### config.mk
export PLATFORM = sky130hd
export DESIGN_NAME = axi4lite_mst
export DESIGN_NICKNAME = d
export VERILOG_FILES = /design/src/rtl/axi4lite_mst_pkg.sv /design/src/rtl/axi4lite_mst.sv
export SDC_FILE = /design/constraint.sdc
export NUM_CORES = 1
export LEC_CHECK = 0
export CORE_MARGIN = 4
export CORE_UTILIZATION = 39
export CTS_BUF_LIST = sky130_fd_sc_hd__clkbuf_8
export DETAILED_ROUTE_END_ITERATION = 7
export PLACE_DENSITY = 0.83
export SYNTH_ARGS = -nofsm -noshare
export SYNTH_HDL_FRONTEND = slang
export SYNTH_SLANG_ARGS = --single-unit
### constraint.sdc
create_clock -name m_axi_clk -period 2.9 [get_ports m_axi_clk]
set_clock_uncertainty 0.2 [all_clocks]
set_input_delay 0.435 -clock m_axi_clk [delete_from_list [all_inputs] [get_ports m_axi_clk]]
set_output_delay 0.435 -clock m_axi_clk [all_outputs]
set_load 0.05 [all_outputs]
### src/rtl/axi4lite_mst_pkg.sv
// Shared definitions for the single-outstanding AXI4-Lite master.
package axi4lite_mst_pkg;

    typedef enum logic [2:0] {
        ST_IDLE    = 3'd0,
        ST_WR      = 3'd1,
        ST_WR_RESP = 3'd2,
        ST_RD      = 3'd3,
        ST_RD_RESP = 3'd4,
        ST_DRAIN   = 3'd5
    } state_t;

    localparam logic [1:0] RESP_OKAY   = 2'b00;
    localparam logic [1:0] RESP_EXOKAY = 2'b01;
    localparam logic [1:0] RESP_SLVERR = 2'b10;
    localparam logic [1:0] RESP_DECERR = 2'b11;

    localparam int DEFAULT_TIMEOUT_CYCLES = 1024;

endpackage

### src/rtl/axi4lite_mst.sv
// Single-outstanding AXI4-Lite master: turns a request/response port into
// AXI4-Lite reads and writes, with a per-transaction timeout.
module axi4lite_mst
    import axi4lite_mst_pkg::*;
#(
    parameter int TIMEOUT_CYCLES = DEFAULT_TIMEOUT_CYCLES,
    parameter int ADDR_WIDTH     = 32
) (
    input  logic                  m_axi_clk,
    input  logic                  m_axi_resetn,
    input  logic                  req_valid,
    output logic                  req_ready,
    input  logic                  req_wr,
    input  logic [ADDR_WIDTH-1:0] req_addr,
    input  logic [31:0]           req_wdata,
    input  logic [3:0]            req_wstrb,
    output logic                  rsp_valid,
    output logic                  rsp_wr,
    output logic [31:0]           rsp_rdata,
    output logic [1:0]            rsp_resp,
    output logic                  rsp_timeout,
    output logic [ADDR_WIDTH-1:0] m_axi_awaddr,
    output logic [2:0]            m_axi_awprot,
    output logic                  m_axi_awvalid,
    input  logic                  m_axi_awready,
    output logic [31:0]           m_axi_wdata,
    output logic [3:0]            m_axi_wstrb,
    output logic                  m_axi_wvalid,
    input  logic                  m_axi_wready,
    input  logic [1:0]            m_axi_bresp,
    input  logic                  m_axi_bvalid,
    output logic                  m_axi_bready,
    output logic [ADDR_WIDTH-1:0] m_axi_araddr,
    output logic [2:0]            m_axi_arprot,
    output logic                  m_axi_arvalid,
    input  logic                  m_axi_arready,
    input  logic [31:0]           m_axi_rdata,
    input  logic [1:0]            m_axi_rresp,
    input  logic                  m_axi_rvalid,
    output logic                  m_axi_rready
);

    // Counter wide enough to hold TIMEOUT_CYCLES; a zero limit disables expiry.
    localparam int              CNT_W      = (TIMEOUT_CYCLES > 0) ? $clog2(TIMEOUT_CYCLES + 1) : 1;
    localparam logic [CNT_W-1:0] CNT_LIMIT = CNT_W'(TIMEOUT_CYCLES);
    localparam logic [CNT_W-1:0] CNT_MAX   = {CNT_W{1'b1}};
    localparam bit              TIMEOUT_EN = (TIMEOUT_CYCLES != 0);

    state_t                  state, state_nxt;
    logic [ADDR_WIDTH-1:0]   addr, addr_nxt;
    logic [31:0]             wdata_nxt;
    logic [3:0]              wstrb_nxt;
    logic                    wr, wr_nxt;
    logic                    aw_done, aw_done_nxt, w_done, w_done_nxt;
    logic                    awvalid_nxt, wvalid_nxt, arvalid_nxt, bready_nxt, rready_nxt;
    logic [CNT_W-1:0]        cnt, cnt_nxt, cnt_inc;
    logic                    req_ready_nxt, rsp_valid_nxt, rsp_wr_nxt, rsp_timeout_nxt;
    logic [31:0]             rsp_rdata_nxt;
    logic [1:0]              rsp_resp_nxt;
    logic                    accept, aw_hs, w_hs, ar_hs, b_hs, r_hs, completing, in_txn;

    assign accept  = req_valid && req_ready;
    assign aw_hs   = m_axi_awvalid && m_axi_awready;
    assign w_hs    = m_axi_wvalid && m_axi_wready;
    assign ar_hs   = m_axi_arvalid && m_axi_arready;
    assign b_hs    = m_axi_bvalid && m_axi_bready;
    assign r_hs    = m_axi_rvalid && m_axi_rready;
    assign cnt_inc = (cnt == CNT_MAX) ? cnt : cnt + CNT_W'(1);
    assign in_txn  = (state == ST_WR) || (state == ST_WR_RESP) ||
                     (state == ST_RD) || (state == ST_RD_RESP);
    // A B/R handshake on the expiry cycle wins over the timeout.
    assign completing = ((state == ST_WR_RESP) && b_hs) || ((state == ST_RD_RESP) && r_hs);

    assign m_axi_awaddr = addr;
    assign m_axi_araddr = addr;
    assign m_axi_awprot = 3'b000;
    assign m_axi_arprot = 3'b000;

    // Next-state and next-output logic; every valid only falls after its own handshake.
    always_comb begin
        state_nxt       = state;
        addr_nxt        = addr;
        wdata_nxt       = m_axi_wdata;
        wstrb_nxt       = m_axi_wstrb;
        wr_nxt          = wr;
        aw_done_nxt     = aw_done || aw_hs;
        w_done_nxt      = w_done || w_hs;
        awvalid_nxt     = m_axi_awvalid && !m_axi_awready;
        wvalid_nxt      = m_axi_wvalid && !m_axi_wready;
        arvalid_nxt     = m_axi_arvalid && !m_axi_arready;
        bready_nxt      = m_axi_bready;
        rready_nxt      = m_axi_rready;
        cnt_nxt         = cnt;
        rsp_valid_nxt   = 1'b0;
        rsp_wr_nxt      = rsp_wr;
        rsp_rdata_nxt   = rsp_rdata;
        rsp_resp_nxt    = rsp_resp;
        rsp_timeout_nxt = rsp_timeout;

        unique case (state)
            ST_IDLE: begin
                if (accept) begin
                    addr_nxt    = req_addr;
                    wdata_nxt   = req_wdata;
                    wstrb_nxt   = req_wstrb;
                    wr_nxt      = req_wr;
                    aw_done_nxt = 1'b0;
                    w_done_nxt  = 1'b0;
                    cnt_nxt     = '0;
                    if (req_wr) begin
                        awvalid_nxt = 1'b1;
                        wvalid_nxt  = 1'b1;
                        state_nxt   = ST_WR;
                    end else begin
                        arvalid_nxt = 1'b1;
                        state_nxt   = ST_RD;
                    end
                end
            end
            ST_WR: begin
                if (aw_done_nxt && w_done_nxt) begin
                    bready_nxt = 1'b1;
                    state_nxt  = ST_WR_RESP;
                end
            end
            ST_WR_RESP: begin
                if (b_hs) begin
                    bready_nxt      = 1'b0;
                    rsp_valid_nxt   = 1'b1;
                    rsp_wr_nxt      = 1'b1;
                    rsp_rdata_nxt   = 32'h0;
                    rsp_resp_nxt    = m_axi_bresp;
                    rsp_timeout_nxt = 1'b0;
                    state_nxt       = ST_IDLE;
                end
            end
            ST_RD: begin
                if (ar_hs) begin
                    rready_nxt = 1'b1;
                    state_nxt  = ST_RD_RESP;
                end
            end
            ST_RD_RESP: begin
                if (r_hs) begin
                    rready_nxt      = 1'b0;
                    rsp_valid_nxt   = 1'b1;
                    rsp_wr_nxt      = 1'b0;
                    rsp_rdata_nxt   = m_axi_rdata;
                    rsp_resp_nxt    = m_axi_rresp;
                    rsp_timeout_nxt = 1'b0;
                    state_nxt       = ST_IDLE;
                end
            end
            ST_DRAIN: begin
                // Swallow the late response silently, then go idle.
                if (wr ? b_hs : r_hs) begin
                    bready_nxt = 1'b0;
                    rready_nxt = 1'b0;
                    state_nxt  = ST_IDLE;
                end
            end
            default: state_nxt = ST_IDLE;
        endcase

        if (in_txn) begin
            cnt_nxt = cnt_inc;
            if (TIMEOUT_EN && (cnt_inc == CNT_LIMIT) && !completing) begin
                rsp_valid_nxt   = 1'b1;
                rsp_wr_nxt      = wr;
                rsp_rdata_nxt   = 32'h0;
                rsp_resp_nxt    = RESP_SLVERR;
                rsp_timeout_nxt = 1'b1;
                bready_nxt      = wr;
                rready_nxt      = !wr;
                state_nxt       = ST_DRAIN;
            end
        end

        req_ready_nxt = (state_nxt == ST_IDLE);
    end

    // State and registered-output update; reset forces every output to idle values.
    always_ff @(posedge m_axi_clk or negedge m_axi_resetn) begin
        if (!m_axi_resetn) begin
            state         <= ST_IDLE;
            addr          <= '0;
            m_axi_wdata   <= 32'h0;
            m_axi_wstrb   <= 4'h0;
            wr            <= 1'b0;
            aw_done       <= 1'b0;
            w_done        <= 1'b0;
            m_axi_awvalid <= 1'b0;
            m_axi_wvalid  <= 1'b0;
            m_axi_arvalid <= 1'b0;
            m_axi_bready  <= 1'b0;
            m_axi_rready  <= 1'b0;
            cnt           <= '0;
            req_ready     <= 1'b1;
            rsp_valid     <= 1'b0;
            rsp_wr        <= 1'b0;
            rsp_rdata     <= 32'h0;
            rsp_resp      <= 2'b00;
            rsp_timeout   <= 1'b0;
        end else begin
            state         <= state_nxt;
            addr          <= addr_nxt;
            m_axi_wdata   <= wdata_nxt;
            m_axi_wstrb   <= wstrb_nxt;
            wr            <= wr_nxt;
            aw_done       <= aw_done_nxt;
            w_done        <= w_done_nxt;
            m_axi_awvalid <= awvalid_nxt;
            m_axi_wvalid  <= wvalid_nxt;
            m_axi_arvalid <= arvalid_nxt;
            m_axi_bready  <= bready_nxt;
            m_axi_rready  <= rready_nxt;
            cnt           <= cnt_nxt;
            req_ready     <= req_ready_nxt;
            rsp_valid     <= rsp_valid_nxt;
            rsp_wr        <= rsp_wr_nxt;
            rsp_rdata     <= rsp_rdata_nxt;
            rsp_resp      <= rsp_resp_nxt;
            rsp_timeout   <= rsp_timeout_nxt;
        end
    end

endmodule
---- Word level (Yosys, flattened, before mapping) ----
Index checks and enable logic that the tools add are counted.
cells by class
  $add $sub $neg .......................... 1
  reductions and logical operators ........ 30
  equality and inequality tests ........... 7
  muxes and demuxes ....................... 65
operators by type and width
  cell                                                                   number
  32-bit 2-to-1 mux                                                      4
  32-bit case mux with 2 select lines                                    1
  11-bit 2-to-1 mux                                                      4
  1-bit 2-to-1 mux                                                       36
  3-bit 2-to-1 mux                                                       8
  11-bit equality test, second input constant                            2
  3-bit case mux with 6 select lines                                     1
  1-bit logical AND                                                      13
  11-bit by 1-bit adder with 11-bit output, second input constant        1
  2-bit 2-to-1 mux                                                       5
  3-bit by 2-bit equality test with 1-bit output, second input constant  2
  3-bit equality test, second input constant                             2
  3-bit zero test                                                        2
  1-bit logical OR                                                       6
  1-bit case mux with 2 select lines                                     3
  1-bit case mux with 3 select lines                                     2
  1-bit zero test                                                        5
  2-bit case mux with 2 select lines                                     1
  2-bit AND reduction                                                    2
  2-bit nonzero test                                                     2
  3-bit by 1-bit equality test with 1-bit output, second input constant  1
word-level totals
  output and inout port bits .............. 149
  word-level logic and storage cells ...... 122
  bits of input ports ..................... 113
  register bits after elaboration ......... 128

---- Depth between registers and ports, before layout ----
  word-level depth ........................ 8
  gate-level depth with buffers ........... 9
  gate-level depth less buffers ........... 7

---- Worst setup path after synthesis ----
Ideal clock, no wire load.
  path kind ............................... flip-flop to flip-flop
  start ................................... register state[1]
  end ..................................... register m_axi_bready
  setup time .............................. 0.125 ns
  setup slack ............................. 0.038 ns
  arrival time ............................ 2.537 ns
  clock period less this slack ............ 2.862 ns
  required time ........................... 2.575 ns
  buffers on the path ..................... 2
  stages on the path, launching flop included .. 9
  cells stage by stage .................... dfrtp_1 -> buf_4 -> nor2_1 -> xnor2_2 -> nand3b_1 -> or4_4 -> or3b_1 -> buf_4 -> mux2_4
between the ends
  cells in the longest elaborated chain, start to end .. 7
  elaborated cells on any way between the ends .. 16
  those cells by class .................... 5 x eq/ne; 3 x mux; 8 x reduce/logical
ends and longest elaborated chain
  what                                                                                          line                 RTL
  start: declaration                                                                            axi4lite_mst.sv:49   state_t state, state_nxt;
  start signal: assignment                                                                      axi4lite_mst.sv:205  state <= state_nxt;
  3-bit by 2-bit equality test with 1-bit output / 3-bit equality test (equally long branches)  --
  1-bit logical AND                                                                             axi4lite_mst.sv:72   assign completing = ((state == ST_WR_RESP) && b_hs) || ((state == ST_RD_RESP) && r_hs);
  1-bit logical OR                                                                              axi4lite_mst.sv:72
  1-bit zero test                                                                               axi4lite_mst.sv:167  if (TIMEOUT_EN && (cnt_inc == CNT_LIMIT) && !completing) begin
  1-bit logical AND                                                                             axi4lite_mst.sv:167
  1-bit 2-to-1 mux                                                                              axi4lite_mst.sv:167
  1-bit 2-to-1 mux *                                                                            axi4lite_mst.sv:165  if (in_txn) begin
  via bready_nxt                                                                                axi4lite_mst.sv:55   logic awvalid_nxt, wvalid_nxt, arvalid_nxt, bready_nxt, rready_nxt;
  end signal: assignment                                                                        axi4lite_mst.sv:215  m_axi_bready <= bready_nxt;
  end: declaration                                                                              axi4lite_mst.sv:32   output logic m_axi_bready,
The timed path passes the listed nets; every way through them passes the cells marked *.
A chain may end at the register's enable or synchronous reset.

---- Worst setup path in the final report ----
  start ................................... register cnt[0]
  end ..................................... register rsp_wr
between the ends
  cells in the longest elaborated chain, start to end .. 6
  elaborated cells on any way between the ends .. 7
  those cells by class .................... 1 x add/sub; 2 x eq/ne; 3 x mux; 1 x reduce/logical
ends and longest elaborated chain
  what                                                                                     line                 RTL
  start: declaration                                                                       axi4lite_mst.sv:56   logic [CNT_W-1:0] cnt, cnt_nxt, cnt_inc;
  start signal: assignment                                                                 axi4lite_mst.sv:217  cnt <= cnt_nxt;
  11-bit by 1-bit adder with 11-bit output / 11-bit equality test (equally long branches)  axi4lite_mst.sv:68   assign cnt_inc = (cnt == CNT_MAX) ? cnt : cnt + CNT_W'(1);
  11-bit 2-to-1 mux *                                                                      axi4lite_mst.sv:68
  11-bit equality test *                                                                   axi4lite_mst.sv:167
  1-bit logical AND *                                                                      axi4lite_mst.sv:167
  1-bit 2-to-1 mux *                                                                       axi4lite_mst.sv:167
  1-bit 2-to-1 mux *                                                                       axi4lite_mst.sv:165
  via rsp_wr_nxt                                                                           axi4lite_mst.sv:57   logic req_ready_nxt, rsp_valid_nxt, rsp_wr_nxt, rsp_timeout_nxt;
  end signal: assignment                                                                   axi4lite_mst.sv:220  rsp_wr <= rsp_wr_nxt;
  end: declaration                                                                         axi4lite_mst.sv:18   output logic rsp_wr,
Marked as above.

==> results.env <==
SYNTH-EDFF-COUNT=0
P_INT_mW=5.404
YOSYSUNIQUECELLTYPES=51
CLOCK_PATH_BUFFERS=2
SYNTHDOMINANTCELLAREASHARE=0.5574
TIMING.SLEW.HEADROOM=0.6152
WORST-ENDPOINT-ARRIVAL_PS=2830
SEQ_POWER_SHARE=0.276
SWITCHING_POWER_AS_A_SHARE_OF_TOTAL_POWER=0.5104
YOSYSWARNINGS=0
LAYOUT.FILLER_CELLS=1190
SYNTH.TOP_CELLS.BY_AREA='sky130_fd_sc_hd__dfrtp_1 (56%), sky130_fd_sc_hd__nand2_1 (15%), sky130_fd_sc_hd__buf_4 (5.4%)'
DRC_ERRORS=0
FIN_CELLS=1040
WORSTSETUPENDPOINTTYPE='register'
POST_SYNTH.CELL_AREA_AVG_UM2=9.182
HTREEDEPTH=4
COMBINATIONALPOWERSHARE=0.603
MIN_PERIOD_OVER_PERIOD=0.9360
IOPINCOUNT=262
MIN_PATH_TYPE='reg -> reg'
SYNTH_MOST_COMMON_CELL='sky130_fd_sc_hd__nand2_1'
WORST_PATH_MAX_DELAY_CELL='sky130_fd_sc_hd__or4_4'
GRT_ANTENNA_BEFORE_REPAIR=0
DIE_AREA_UM2=16620
POST_SYNTH_INST_COUNT=621
FIN_NETS=964
CORE_REGION_AREA_UM2=14100
PLACE_CONGESTION=0.8542
AREA_DELTA_SYNTH_FINAL_PCT=51.33
CTS-ROOT-BUF='sky130_fd_sc_hd__clkbuf_8'
CHIP_HEIGHT_UM=128.9
NUM_ROWS=43
CLK_SLEW_ON_WORST_S_H_PATHS_PS=70
RSZ0062_AT_GRT='false'
POST_ROUTE_WORST_HOLD_SLACK_PS=272.8
CP_CELL_SEQUENCE='ha_1, and3_1, a211oi_1, a31oi_1, or4_4, or3b_1, mux2_4'
GRT_PASS1_WL_UM=27030
OUTCOME='completed'
SLEW_VIOL_FINAL=0
SYNTH_SEQUENTIAL_AREA_RATIO=0.5620
GRT_MAX_DEGREE=78
CAP_VIOL_MAX_COUNT=0
TIGHTESTPINTRANSITION_PS=577.3
ANTENNA_VIOLATING_NETS_POST_ROUTE=0
POWER_DENSITY_nW_PER_UM2=1279
GLOBALROUTE.TOTALOVERFLOW=0
CLOCK_TREE_FROM_TRITONCTS='yes'
FINAL.SETUP.WORST_SLACK_PS=185.6
PORT_BUFFERS=255
CRIT_FANOUT=6
SYNTH.CELL_AREA_UM2=5702
CLOCK_POWER_SHARE=0.121
YS_ASYNC_SR_FRACTION=1.000
CTS.SINKS=128
FIN_CRIT_PS=2714
CTS_RESIZED=0
NUM_VIAS=5154
START_KIND='register'
IR_WORST_VDD_mV=0.9125
FIRSTDRTPASSITERS=4
SYNTH_FLOP_CELL='sky130_fd_sc_hd__dfrtp_1'
SETUP_VIOLATIONS=0
DRT_ITER0_MARKERS=278
MAX_CLOCK_FREQ_MHz=368.4
CELLLEAKAGEPOWER_nW=4.066
FIRST_GLOBAL_VIAS=5426
YOSYS.AREA.TOP_TYPE='sky130_fd_sc_hd__dfrtp_1'
FINALHOLDVIOLATIONS=0
SWITCHINGPOWER_mW=5.632
REGISTER_BIT_TOTAL_FROM_SYNTHESIS=128
WORST_EP_REQUIRED_TIME_PS=3020
ANTENNADIODECOUNT=0
SLOWEST_DELAY_PS=490
CLK-INSERTION-DELAY-LATE_PS=430
CRITICALPATHCATEGORY='reg -> reg'
DETAILEDPLACE.WORSTSLACK_PS=-97.70
POST-CTS-SETUP-BUFFER-COUNT=0
DRT-VIAS-PER-INSTANCE=4.956
DP_HPWL_UM=12140
PATH_BUF_INV=0
GRT.TOTAL_USAGE=0.2049
SYNTH_TOP_CELLS_BY_COUNT='sky130_fd_sc_hd__nand2_1 (227), sky130_fd_sc_hd__dfrtp_1 (127), sky130_fd_sc_hd__nor2_1 (48), sky130_fd_sc_hd__buf_4 (41), sky130_fd_sc_hd__a22oi_1 (35)'
INITIAL_CORE_UTIL=0.4045
DETAIL_ROUTE.WIRELENGTH_UM=16670
DRIVE_ABOVE_1_SHARE=0.07093
CTS_BUFFERS=17
POST-PLACE-CELLS=1010
ROUTEDWLPERCELL_UM=16.03
CRITICAL_PATH.TOP_DELAY_FAMILY='simple AND/OR/NAND/NOR gates'
DIE_W_UM=128.9
==> state kept, by name, indices dropped and copies added (netlist names) <==
signal / flops
req_ready: 1
rsp_wr: 1
cnt: 11
rsp_valid: 1
m_axi_araddr: 32
m_axi_arvalid: 1
rsp_resp: 2
m_axi_wvalid: 1
m_axi_awvalid: 1
wr: 1
state: 3
w_done: 1
m_axi_wstrb: 4
m_axi_wdata: 32
m_axi_rready: 1
rsp_rdata: 32
aw_done: 1
rsp_timeout: 1
m_axi_bready: 1
==> routing by layer <==
layer	GRT usage	share of wire	vias to the layer above
li1	-	-	2451
met4	0.06733	0.024	0
met2	0.3476	0.50	215
met5	0	0	-
met3	0.08510	0.088	30
met1	0.2353	0.39	2458
==> kinds of logic after synthesis <==
family / count (synthesis) / synth area share
mux: 9 / 0.01799
fa+ha+maj: 1 / 0.002194
buf+inv: 83 / 0.08361
simple gates: 319 / 0.2304
xor+xnor: 3 / 0.005926
flops: 128 / 0.5620
compound gates: 77 / 0.09722
other cells: 1 / 0.0006577
==> placed cells by master (no fill, tap or decap), types with 4 or more instances in the layout <==
master                            instances
sky130_fd_sc_hd__a21oi_1                 10
sky130_fd_sc_hd__a22oi_1                 35
sky130_fd_sc_hd__a211oi_1                 5
sky130_fd_sc_hd__dfrtp_1                127
sky130_fd_sc_hd__o21ai_1                  5
sky130_fd_sc_hd__nand3_1                  9
sky130_fd_sc_hd__nor2_1                  47
sky130_fd_sc_hd__clkbuf_8                19
sky130_fd_sc_hd__o21ai_0                  4
sky130_fd_sc_hd__clkdlybuf4s50_1        254
sky130_fd_sc_hd__nand2_1                227
sky130_fd_sc_hd__conb_1                   6
sky130_fd_sc_hd__buf_4                   20
sky130_fd_sc_hd__nand4_1                  6
sky130_fd_sc_hd__nor3_1                   4
sky130_fd_sc_hd__inv_1                   13
sky130_fd_sc_hd__and2_1                   5
sky130_fd_sc_hd__and3_1                   7
sky130_fd_sc_hd__mux2i_1                  5
==> final timing paths <==
kind                                 start               to  slack, ps  depth (start not counted)
min                        m_axi_wdata[13]  m_axi_wdata[13]        270                          2
max reg2reg                         cnt[0]           rsp_wr        190                          7
min in group asynchronous     m_axi_resetn        rsp_valid        290                          2
min reg2reg                m_axi_wdata[13]  m_axi_wdata[13]        270                          2
max                                 cnt[0]           rsp_wr        190                          7
max in group asynchronous     m_axi_resetn  m_axi_wdata[30]       1460                          3
==> stage by stage <==
step | util | setup TNS (ps) | power [mW] | cell area (µm²)
after detailed placement | 0.5874 | -257.3 | 9.754 | 8280
after floorplan | - | 0 | 7.572 | 5720
after CTS | 0.6121 | 0 | 11.15 | 8628
after global routing | 0.6121 | 0 | 11.65 | 8628
after global placement | 0.5874 | -83.37 | 9.665 | 8280
final | 0.6121 | 0 | 11.04 | 8628
==> worst reg2reg max path, stage by stage, from the launching register on <==
cell                       delay, ps
sky130_fd_sc_hd__dfrtp_1         380
sky130_fd_sc_hd__ha_1            260
sky130_fd_sc_hd__and3_1          180
sky130_fd_sc_hd__a211oi_1        230
sky130_fd_sc_hd__a31oi_1          70
sky130_fd_sc_hd__or4_4           490
sky130_fd_sc_hd__or3b_1          470
sky130_fd_sc_hd__mux2_4          330
==> layout make-up <==
type | count | area, µm² | area share
Sequential cell | 128 | 3204 | 0.3714
Tap cell | 180 | 225.2 | 0.02610
Clock inverter | 10 | 76.32 | 0.008846
Timing Repair Buffer | 279 | 2774 | 0.3215
Inverter | 9 | 33.78 | 0.003915
Multi-Input combinational cell | 415 | 2053 | 0.2380
Clock buffer | 19 | 261.5 | 0.03031
==> what timing repair did <==
item,4_1_cts,5_1_grt
hold buffers,1,0
hold endpoints to repair,44,0
setup endpoints to repair,0,0
==> power by group through the flow <==
stage	clock, mW	combinational, mW	sequential (mW)
finish	1.34	6.65	3.05
global route	1.46	7.02	3.16
CTS	1.39	6.71	3.05
detailed placement	0	6.70	3.06
global placement	0	6.62	3.04
floorplan	0	2.28	5.29
(Power assumes the default switching activity.)
